`config.mk`:
```
export PLATFORM = sky130hd
export DESIGN_NAME = load_store_unit_flat
export DESIGN_NICKNAME = d
export VERILOG_FILES = /design/src/rtl/load_store_unit_pkg.sv /design/src/rtl/load_store_unit_if.sv /design/src/rtl/load_store_unit_lane_align.sv /design/src/rtl/load_store_unit.sv /design/src/flat_wrapper.sv
export SDC_FILE = /design/constraint.sdc
export NUM_CORES = 1
export LEC_CHECK = 0
export BUFFER_PORTS_ARGS = -buffer_cell sky130_fd_sc_hd__buf_2
export CORE_MARGIN = 3
export CORE_UTILIZATION = 34
export DETAILED_ROUTE_END_ITERATION = 8
export PLACE_DENSITY = 0.66
export SETUP_SLACK_MARGIN = 0.3
export SLEW_MARGIN = 0
export SYNTH_ARGS = -nofsm -noshare
export SYNTH_HDL_FRONTEND = slang
export SYNTH_HIERARCHICAL = 1
export SYNTH_SLANG_ARGS = --single-unit
```
`constraint.sdc`:
```
create_clock -name clk_i -period 3 [get_ports clk_i]
set_clock_uncertainty 0.15 [all_clocks]
set_input_delay 0.45 -clock clk_i [delete_from_list [all_inputs] [get_ports clk_i]]
set_output_delay 0.45 -clock clk_i [all_outputs]
set_load 0.1 [all_outputs]
```
`src/rtl/load_store_unit_pkg.sv`:
```
// ============================================================================
// load_store_unit_pkg : access sizes, FSM states and request error helper
// Revision: 1.0
// ============================================================================
`default_nettype none

package load_store_unit_pkg;

  localparam int WORD_WIDTH_DEF = 32;
  localparam int ADDR_WIDTH_DEF = 10;
  localparam int NUM_LANES      = 4;

  localparam logic [1:0] SIZE_BYTE = 2'b00;
  localparam logic [1:0] SIZE_HALF = 2'b01;
  localparam logic [1:0] SIZE_WORD = 2'b10;
  localparam logic [1:0] SIZE_RSVD = 2'b11;

  typedef enum logic [2:0] {
    ST_IDLE  = 3'd0,
    ST_ISSUE = 3'd1,
    ST_WAIT  = 3'd2,
    ST_WRITE = 3'd3,
    ST_RESP  = 3'd4
  } lsu_state_e;

  // Reserved size is folded in here so callers only add the range check.
  function automatic logic is_misaligned(input logic [1:0] size,
                                         input logic [1:0] addr_lo);
    logic bad;
    case (size)
      SIZE_HALF: bad = addr_lo[0];
      SIZE_WORD: bad = |addr_lo;
      SIZE_RSVD: bad = 1'b1;
      default:   bad = 1'b0;
    endcase
    return bad;
  endfunction

endpackage

`default_nettype wire

```
`src/rtl/load_store_unit_if.sv`:
```
// ============================================================================
// load_store_unit_if : pipeline request/response and data-memory bus bundle
// Revision: 1.0
// ============================================================================
`default_nettype none

interface load_store_unit_if
  import load_store_unit_pkg::*;
#(
  parameter int WORD_WIDTH = WORD_WIDTH_DEF,
  parameter int ADDR_WIDTH = ADDR_WIDTH_DEF
);

  logic                  req_valid;
  logic                  req_ready;
  logic                  req_write;
  logic [1:0]            req_size;
  logic                  req_unsigned;
  logic [31:0]           req_addr;
  logic [WORD_WIDTH-1:0] req_wdata;

  logic                  resp_valid;
  logic                  resp_err;
  logic [WORD_WIDTH-1:0] resp_rdata;

  logic                  mem_write;
  logic                  mem_read;
  logic [ADDR_WIDTH-1:0] mem_addr;
  logic [WORD_WIDTH-1:0] mem_wdata;
  logic [WORD_WIDTH-1:0] mem_rdata;

  // Master is the pipeline plus data memory; slave is the load/store unit.
  modport master (
    output req_valid, req_write, req_size, req_unsigned, req_addr, req_wdata,
    input  req_ready,
    input  resp_valid, resp_err, resp_rdata,
    input  mem_write, mem_read, mem_addr, mem_wdata,
    output mem_rdata
  );

  modport slave (
    input  req_valid, req_write, req_size, req_unsigned, req_addr, req_wdata,
    output req_ready,
    output resp_valid, resp_err, resp_rdata,
    output mem_write, mem_read, mem_addr, mem_wdata,
    input  mem_rdata
  );

endinterface

`default_nettype wire

```
`src/rtl/load_store_unit_lane_align.sv`:
```
// ============================================================================
// lsu_lane_align : little-endian lane extract/extend and sub-word store merge
// Revision: 1.0
// ============================================================================
`default_nettype none

module lsu_lane_align
  import load_store_unit_pkg::*;
#(
  parameter int WORD_WIDTH = WORD_WIDTH_DEF
) (
  input  logic [WORD_WIDTH-1:0] rdata_i,
  input  logic [1:0]            addr_lo_i,
  input  logic [1:0]            size_i,
  input  logic                  unsigned_i,
  input  logic [WORD_WIDTH-1:0] wdata_i,
  output logic [WORD_WIDTH-1:0] load_data_o,
  output logic [WORD_WIDTH-1:0] store_word_o
);

  localparam int LANE_W = WORD_WIDTH / NUM_LANES;

  logic [LANE_W-1:0]   byte_sel;
  logic [2*LANE_W-1:0] half_sel;

  always_comb begin
    case (addr_lo_i)
      2'd1:    byte_sel = rdata_i[1*LANE_W +: LANE_W];
      2'd2:    byte_sel = rdata_i[2*LANE_W +: LANE_W];
      2'd3:    byte_sel = rdata_i[3*LANE_W +: LANE_W];
      default: byte_sel = rdata_i[0 +: LANE_W];
    endcase

    half_sel = addr_lo_i[1] ? rdata_i[2*LANE_W +: 2*LANE_W]
                            : rdata_i[0 +: 2*LANE_W];

    case (size_i)
      SIZE_BYTE: load_data_o = {{(WORD_WIDTH-LANE_W){~unsigned_i & byte_sel[LANE_W-1]}},
                                byte_sel};
      SIZE_HALF: load_data_o = {{(WORD_WIDTH-2*LANE_W){~unsigned_i & half_sel[2*LANE_W-1]}},
                                half_sel};
      default:   load_data_o = rdata_i;
    endcase
  end

  // Each lane either takes its store byte or keeps the word read from memory.
  for (genvar k = 0; k < NUM_LANES; k++) begin : g_lane
    logic              lane_en;
    logic [LANE_W-1:0] lane_src;

    always_comb begin
      case (size_i)
        SIZE_BYTE: begin
          lane_en  = (addr_lo_i == 2'(k));
          lane_src = wdata_i[0 +: LANE_W];
        end
        SIZE_HALF: begin
          lane_en  = (addr_lo_i[1] == 1'(k / 2));
          lane_src = wdata_i[(k % 2)*LANE_W +: LANE_W];
        end
        default: begin
          lane_en  = 1'b1;
          lane_src = wdata_i[k*LANE_W +: LANE_W];
        end
      endcase
    end

    assign store_word_o[k*LANE_W +: LANE_W] = lane_en ? lane_src
                                                      : rdata_i[k*LANE_W +: LANE_W];
  end

endmodule

`default_nettype wire

```
`src/rtl/load_store_unit.sv`:
```
// ============================================================================
// load_store_unit : byte/half/word loads and stores onto a word-wide memory
// Revision: 1.0
// ============================================================================
`default_nettype none

module load_store_unit
  import load_store_unit_pkg::*;
#(
  parameter int WORD_WIDTH = WORD_WIDTH_DEF,
  parameter int ADDR_WIDTH = ADDR_WIDTH_DEF
) (
  input  logic              clk_i,
  input  logic              rst_ni,
  load_store_unit_if.slave  bus_if
);

  lsu_state_e state_q, state_d;

  logic [1:0]            size_q;
  logic [1:0]            addr_lo_q;
  logic                  unsigned_q;
  logic                  write_q;
  logic                  err_q;
  logic [WORD_WIDTH-1:0] wdata_q;
  logic [ADDR_WIDTH-1:0] mem_addr_q;
  logic [WORD_WIDTH-1:0] mem_wdata_q;
  logic [WORD_WIDTH-1:0] resp_rdata_q;

  logic                  accept;
  logic                  req_err;
  logic                  word_store;
  logic [WORD_WIDTH-1:0] load_data;
  logic [WORD_WIDTH-1:0] store_word;

  assign accept  = (state_q == ST_IDLE) && bus_if.req_valid;
  assign req_err = is_misaligned(bus_if.req_size, bus_if.req_addr[1:0])
                 | (|bus_if.req_addr[31:ADDR_WIDTH+2]);

  // Full-word stores skip the read half of read-modify-write.
  assign word_store = write_q && (size_q == SIZE_WORD);

  lsu_lane_align #(
    .WORD_WIDTH (WORD_WIDTH)
  ) u_lane_align (
    .rdata_i      (bus_if.mem_rdata),
    .addr_lo_i    (addr_lo_q),
    .size_i       (size_q),
    .unsigned_i   (unsigned_q),
    .wdata_i      (wdata_q),
    .load_data_o  (load_data),
    .store_word_o (store_word)
  );

  always_ff @(posedge clk_i or negedge rst_ni) begin
    if (!rst_ni) begin
      state_q <= ST_IDLE;
    end else begin
      state_q <= state_d;
    end
  end

  always_comb begin
    state_d           = state_q;
    bus_if.req_ready  = 1'b0;
    bus_if.mem_read   = 1'b0;
    bus_if.mem_write  = 1'b0;
    bus_if.resp_valid = 1'b0;
    bus_if.resp_err   = 1'b0;

    case (state_q)
      ST_IDLE: begin
        bus_if.req_ready = 1'b1;
        if (bus_if.req_valid) begin
          state_d = req_err ? ST_RESP : ST_ISSUE;
        end
      end
      ST_ISSUE: begin
        if (word_store) begin
          bus_if.mem_write = 1'b1;
          state_d          = ST_RESP;
        end else begin
          bus_if.mem_read = 1'b1;
          state_d         = ST_WAIT;
        end
      end
      ST_WAIT: begin
        state_d = write_q ? ST_WRITE : ST_RESP;
      end
      ST_WRITE: begin
        bus_if.mem_write = 1'b1;
        state_d          = ST_RESP;
      end
      ST_RESP: begin
        bus_if.resp_valid = 1'b1;
        bus_if.resp_err   = err_q;
        state_d           = ST_IDLE;
      end
      default: begin
        state_d = ST_IDLE;
      end
    endcase
  end

  always_ff @(posedge clk_i or negedge rst_ni) begin
    if (!rst_ni) begin
      size_q       <= '0;
      addr_lo_q    <= '0;
      unsigned_q   <= 1'b0;
      write_q      <= 1'b0;
      err_q        <= 1'b0;
      wdata_q      <= '0;
      mem_addr_q   <= '0;
      mem_wdata_q  <= '0;
      resp_rdata_q <= '0;
    end else begin
      if (accept) begin
        size_q     <= bus_if.req_size;
        addr_lo_q  <= bus_if.req_addr[1:0];
        unsigned_q <= bus_if.req_unsigned;
        write_q    <= bus_if.req_write;
        err_q      <= req_err;
        wdata_q    <= bus_if.req_wdata;
        // Rejected requests leave the memory-facing registers untouched.
        if (!req_err) begin
          mem_addr_q <= bus_if.req_addr[ADDR_WIDTH+1:2];
          if (bus_if.req_write && (bus_if.req_size == SIZE_WORD)) begin
            mem_wdata_q <= bus_if.req_wdata;
          end
        end
      end

      if (state_q == ST_WAIT) begin
        if (write_q) begin
          mem_wdata_q <= store_word;
        end else begin
          resp_rdata_q <= load_data;
        end
      end
    end
  end

  assign bus_if.mem_addr   = mem_addr_q;
  assign bus_if.mem_wdata  = mem_wdata_q;
  assign bus_if.resp_rdata = resp_rdata_q;

endmodule

`default_nettype wire

```
`src/flat_wrapper.sv`:
```
// flat-port wrapper written by rule: the top's interface ports become plain ports
module load_store_unit_flat import load_store_unit_pkg::*;
#(
  parameter int WORD_WIDTH = WORD_WIDTH_DEF,
  parameter int ADDR_WIDTH = ADDR_WIDTH_DEF
)
  (clk_i, rst_ni, bus_if_req_valid, bus_if_req_write, bus_if_req_size, bus_if_req_unsigned, bus_if_req_addr, bus_if_req_wdata, bus_if_req_ready, bus_if_resp_valid, bus_if_resp_err, bus_if_resp_rdata, bus_if_mem_write, bus_if_mem_read, bus_if_mem_addr, bus_if_mem_wdata, bus_if_mem_rdata);
  load_store_unit_if #(.WORD_WIDTH(WORD_WIDTH), .ADDR_WIDTH(ADDR_WIDTH)) bus_if_i ();
  input  logic clk_i;
  input  logic rst_ni;
  input wire logic [$bits(bus_if_i.req_valid)-1:0] bus_if_req_valid;
  input wire logic [$bits(bus_if_i.req_write)-1:0] bus_if_req_write;
  input wire logic [$bits(bus_if_i.req_size)-1:0] bus_if_req_size;
  input wire logic [$bits(bus_if_i.req_unsigned)-1:0] bus_if_req_unsigned;
  input wire logic [$bits(bus_if_i.req_addr)-1:0] bus_if_req_addr;
  input wire logic [$bits(bus_if_i.req_wdata)-1:0] bus_if_req_wdata;
  output wire logic [$bits(bus_if_i.req_ready)-1:0] bus_if_req_ready;
  output wire logic [$bits(bus_if_i.resp_valid)-1:0] bus_if_resp_valid;
  output wire logic [$bits(bus_if_i.resp_err)-1:0] bus_if_resp_err;
  output wire logic [$bits(bus_if_i.resp_rdata)-1:0] bus_if_resp_rdata;
  output wire logic [$bits(bus_if_i.mem_write)-1:0] bus_if_mem_write;
  output wire logic [$bits(bus_if_i.mem_read)-1:0] bus_if_mem_read;
  output wire logic [$bits(bus_if_i.mem_addr)-1:0] bus_if_mem_addr;
  output wire logic [$bits(bus_if_i.mem_wdata)-1:0] bus_if_mem_wdata;
  input wire logic [$bits(bus_if_i.mem_rdata)-1:0] bus_if_mem_rdata;
  assign bus_if_i.req_valid = bus_if_req_valid;
  assign bus_if_i.req_write = bus_if_req_write;
  assign bus_if_i.req_size = bus_if_req_size;
  assign bus_if_i.req_unsigned = bus_if_req_unsigned;
  assign bus_if_i.req_addr = bus_if_req_addr;
  assign bus_if_i.req_wdata = bus_if_req_wdata;
  assign bus_if_req_ready = bus_if_i.req_ready;
  assign bus_if_resp_valid = bus_if_i.resp_valid;
  assign bus_if_resp_err = bus_if_i.resp_err;
  assign bus_if_resp_rdata = bus_if_i.resp_rdata;
  assign bus_if_mem_write = bus_if_i.mem_write;
  assign bus_if_mem_read = bus_if_i.mem_read;
  assign bus_if_mem_addr = bus_if_i.mem_addr;
  assign bus_if_mem_wdata = bus_if_i.mem_wdata;
  assign bus_if_i.mem_rdata = bus_if_mem_rdata;
  load_store_unit #(.WORD_WIDTH(WORD_WIDTH), .ADDR_WIDTH(ADDR_WIDTH)) u_core (.clk_i(clk_i), .rst_ni(rst_ni), .bus_if(bus_if_i));
endmodule
```
Word-level counts from Yosys, hierarchy flattened

Cells that the tools add are included.

Output and inout port bits: 79
Bits of input ports: 103
Register bits after elaboration: 116

Mux-type cells: 32
Equal/unequal tests: 13
Bitwise operators: 7
Reduce and logical (&&, ||, !) cells: 11

Operators with widths:

| cell                                                            | count |
|---|---|
| 32-bit two-way mux                                              | 5 |
| 32-bit case mux with 2 select lines                             | 1 |
| 8-bit two-way mux                                               | 6 |
| 8-bit case mux with 3 select lines                              | 1 |
| 20-bit OR reduction                                             | 1 |
| 16-bit two-way mux                                              | 1 |
| 8-bit case mux with 2 select lines                              | 1 |
| 3-bit two-way mux                                               | 4 |
| 3-bit case mux with 4 select lines                              | 1 |
| 2-bit == test, second input constant                            | 5 |
| 1-bit case mux with 2 select lines                              | 5 |
| 2-bit by 1-bit == test with 1-bit output, second input constant | 3 |
| 3-bit by 2-bit == test with 1-bit output, second input constant | 2 |
| 1-bit two-way mux                                               | 6 |
| 2-bit logical NOT                                               | 2 |
| 1-bit inverter                                                  | 4 |
| 2-bit AND reduction                                             | 2 |
| 2-bit OR reduction                                              | 2 |
| 3-bit by 1-bit == test with 1-bit output, second input constant | 1 |
| 3-bit == test, second input constant                            | 1 |
| 1-bit logical AND                                               | 3 |
| 3-bit logical NOT                                               | 1 |
| 1-bit case mux with 3 select lines                              | 1 |
| 1-bit AND                                                       | 2 |
| other kinds (2)                                                 | 2 |

Depth between registers and ports, before layout

Depth after elaboration: 7
Gate-level depth with buffers: 8
Mapped depth without buffers: 5

By module

Netlist, hierarchy kept.

By module, submodules not included:

| module          | area each (um2) | sequential area each (um2) | times used | cells an instance |
|---|---|---|---|---|
| load_store_unit | 4849.7          | 2902.8                     | 1          | 319 |
| lsu_lane_align  | 1670.4          | 0.0                        | 1          | 208 |

Least setup slack after synthesis

No wires, ideal clock.

Kind: register to output
Start point: register u_core.state_q[2]
End point: output port bus_if_mem_read
Data required time: 2.400 ns
Data arrival time: 3.064 ns
Cell stages (with the launch flop): 4
Slack: -0.664 ns
Cell sequence: dfrtp_1 > clkbuf_1 > nand2b_1 > a311oi_1

Cells in the longest elaborated chain, start to end: 2

RTL lines:

| what                                     | RTL line              | text |
|---|---|---|
| from (decl)                              | load_store_unit.sv:18 | `lsu_state_e state_q, state_d;` |
| from (signal assigned)                   | load_store_unit.sv:59 | `state_q <= state_d;` |
| 3-bit by 1-bit == test with 1-bit output | load_store_unit.sv:71 | `case (state_q)` |
| 1-bit two-way mux                        | load_store_unit.sv:71 |  |
| to (decl)                                | flat_wrapper.sv:22    | `output wire logic [$bits(bus_if_i.mem_read)-1:0] bus_if_mem_read;` |

Every way passes these cells.

Worst setup path after layout

Start point: register u_core.size_q[0]
End point: output port bus_if_mem_read

Cells in the longest elaborated chain, start to end: 4

RTL lines:

| what                   | RTL line               | text |
|---|---|---|
| from (decl)            | load_store_unit.sv:20  | `logic [1:0] size_q;` |
| from (signal assigned) | load_store_unit.sv:118 | `size_q <= bus_if.req_size;` |
| 2-bit == test          | load_store_unit.sv:41  | `assign word_store = write_q && (size_q == SIZE_WORD);` |
| 1-bit logical AND      | load_store_unit.sv:41  |  |
| 1-bit two-way mux      | load_store_unit.sv:79  | `if (word_store) begin` |
| 1-bit two-way mux      | load_store_unit.sv:71  |  |

Every way passes these cells.

==> impl_metrics.tcl <==
set metrics [dict create \
    drt_iter0_drc 290 \
    cts_post_setup_buffers_inserted 0 \
    min_path_cells 3 \
    critPathMaxStageDelay_ns 0.55 \
    crit_slowest_cell "dfrtp_1" \
    drive_gt1_frac 0.547 \
    regToRegSetupSlack_ns 0.47 \
    grt_pass1_vias 5012 \
    wl_um 19600 \
    power.net_switching_mw 1.28 \
    p_seq_frac 0.368 \
    ys_types 50 \
    critical-path-top-delay-family "buffers and inverters" \
    clk_latency_ns 0.42 \
    pwr-share-comb 0.200 \
    netlist_instances 527 \
    fp.dieW_um 144 \
    worstMarginPinSlew_ns 0.709 \
    ys_seq_elements 116 \
    antenna_found_initial 1 \
    grt_first_pass_wirelength_um 29400 \
    htreeDepth 4 \
    final_common_cell "buf_2" \
    port-buffer-count 181 \
    hpwl_um 14400 \
    grt_max_degree 58 \
    setup_violations 0 \
    crit_required_ns 2.40 \
    ys_seq_area_frac 0.445 \
    cts_root_buf "clkbuf_16" \
    grtUsageTotal 0.188 \
    syn_area_mm2 0.00652 \
    p_sw_frac 0.273 \
    r2r_end "u_core/bus_if.mem_wdata[17]" \
    drc 0 \
    crit_buf_inv 3 \
    holdPathEnd "u_core/write_q" \
    crit_top_cell "buf_4" \
    rsz0062_at_grt "false" \
    nets 805 \
    internal-power_mw 3.40 \
    die_h_um 144 \
    synth_nets 630 \
    wl_per_cell_um 20.6 \
    initial_core_util 0.347 \
    r2r_start "u_core/state_q[1]" \
    cts_buffers 17 \
    ir_drop_mv 0.412 \
    syn_area_per_cell_um2 12.4 \
    cp.arrival_ns 2.01 \
    status "finished, final reports clean" \
    dieArea_mm2 0.0209 \
    max-slew-margin-rel 0.527 \
    fin_util 0.440 \
    end_kind "output port" \
    drv_cap 0 \
    cp_cell_sequence "buf_4 -> inv_1 -> a311oi_2 -> buf_4" \
    cts_tree "built" \
    crit_fanout 14 \
    clkTransAtPathRegs_ns 0.05 \
    yosysWarnings 6 \
    clockBufferDepth 2 \
    yosysTopAreaCell "dfrtp_1" \
    core-area_mm2 0.0188 \
    routabilityCongestion 0.836 \
    io_pins 182 \
    finalSetupTns_ns 0 \
    ant_nets 0 \
    synth_area_leaders "dfrtp_1 (45%), mux2_2 (25%), mux2_1 (5.2%)" \
    area_growth_pct 26.6 \
    slew_viol_final 0 \
    fin_crit_sh 0.871 \
    rows 50 \
    crit_type "reg2out" \
    min-delay-start "bus_if_req_write" \
    mostFrequentLayoutCells "buf_2 (178), mux2_2 (145), dfrtp_1 (115)" \
    leakagePower_nw 4.21 \
    drt_pre_antenna_iters 5 \
    reg2reg_depth 5 \
    clock_sinks 116 \
    gr-total-overflow 0 \
    max_freq_mhz 383 \
    clkPwrFrac 0.432 \
    hold_viol_final 0 \
    layout_min_cycle_time_ns 2.61 \
    vias_per_cell 5.30 \
    worstHoldPathType "in2reg" \
    vias 5025 \
    critPathLaunchType "flip-flop" \
    synth_top_area_share 0.445 \
    p_per_area_mw_per_mm2 566 \
]
==> registers in the layout (all words and copies together) (netlist names), 2 cells and up <==
signal	cells
u_core/wdata_q	32
u_core/bus_if.mem_addr	10
u_core/size_q	2
u_core/state_q	3
u_core/bus_if.resp_rdata	32
u_core/bus_if.mem_wdata	32
u_core/addr_lo_q	2
==> per-layer routing <==
| metal | share of wire | track usage |
|---|---|---|
| met1 | 0.44 | 0.253 |
| met2 | 0.48 | 0.295 |
| met3 | 0.063 | 0.0522 |
| met4 | 0.017 | 0.0619 |
| met5 | 0.00036 | 0 |
==> synthesized netlist by cell type (all sizes together) <==
cell type,n
o31a,1
nand3b,2
inv,9
a311oi,5
a22oi,8
a221oi,2
nor4b,2
clkbuf,14
a221o,1
nand3,1
buf,26
mux2i,22
nor2,15
a22o,3
nor4,6
or2,4
a21oi,6
mux4,4
o21a,3
o21ai,22
and2,1
dfrtp,116
and3,1
nor4bb,1
nand2,36
nor3,4
or4,1
nand2b,5
nor2b,2
mux2,183
o22ai,7
a211o,1
o221ai,7
o211ai,1
a21o,3
a31oi,1
nand4,1
==> area by class of cell <==
type | instances | area (um^2)
well taps | 234 | 293
clock buffers | 20 | 447
multi-input cells | 362 | 3390
repair buffers | 196 | 1050
fillers | 1805 | 10500
flip-flops and latches | 116 | 2900
inverters | 9 | 33.8
clock inverters | 10 | 134
diodes | 1 | 2.50
==> how the worst max path moves through the flow <==
stage | depth (start not counted) | start | endpoint | slack (ns)
after floorplan | 3 | u_core/state_q[2] | bus_if_mem_read | 0.29
after global placement | 6 | bus_if_req_addr[12] | u_core/bus_if.mem_wdata[22] | 0.49
after detailed placement | 6 | bus_if_req_addr[17] | u_core/bus_if.mem_wdata[19] | 0.45
after CTS | 5 | u_core/size_q[0] | bus_if_mem_write | 0.31
after global routing | 4 | u_core/size_q[0] | bus_if_mem_read | 0.32
final | 4 | u_core/size_q[0] | bus_if_mem_read | 0.39
==> tightest hold or removal path: cells and delay by family <==
kind	cells	cell delay, ns
buffers and inverters	1	0.09
and+or+nand+nor	2	0.09
==> metrics by stage <==
step                hold slack [ns]  std cells  power (mW)  setup slack [ns]  instance area, um^2
finish                       0.0896        948        4.67             0.387                 8250
global route                 0.0989        947        4.86             0.316                 8250
detailed placement            0.331        916        2.67             0.453                 7650
global placement              0.332        916        2.65             0.493                 7650
floorplan                   0.00441        527        2.38             0.294                 6530
CTS                          0.0725        947        4.71             0.311                 8250
==> logic make-up after synthesis <==
| kind of cell | count (synthesis) | share of synthesized area |
|---|---|---|
| muxes | 209 | 0.371 |
| DFF | 116 | 0.445 |
| and+or+nand+nor | 82 | 0.0643 |
| AOI/OAI and AO/OA | 71 | 0.0795 |
| buffers and inverters | 49 | 0.0405 |
==> power groups by stage <==
| stage | clock network [mW] | registers [mW] | logic, mW |
|---|---|---|---|
| final | 2.02 | 1.72 | 0.934 |
| after global routing | 2.12 | 1.73 | 1.01 |
| after CTS | 2.07 | 1.72 | 0.930 |
| after detailed placement | 0 | 1.74 | 0.924 |
| after global placement | 0 | 1.74 | 0.915 |
| after floorplan | 0 | 1.71 | 0.665 |
==> timing repair <==
| item | 4_1_cts | 5_1_grt |
|---|---|---|
| hold endpoints to repair | 48 | 0 |
| resized for setup | 1 | 1 |
| hold buffers | 1 | 0 |
| endpoints found under the setup margin | 1 | 1 |
Note: power is estimated with default switching activity, not from simulation.
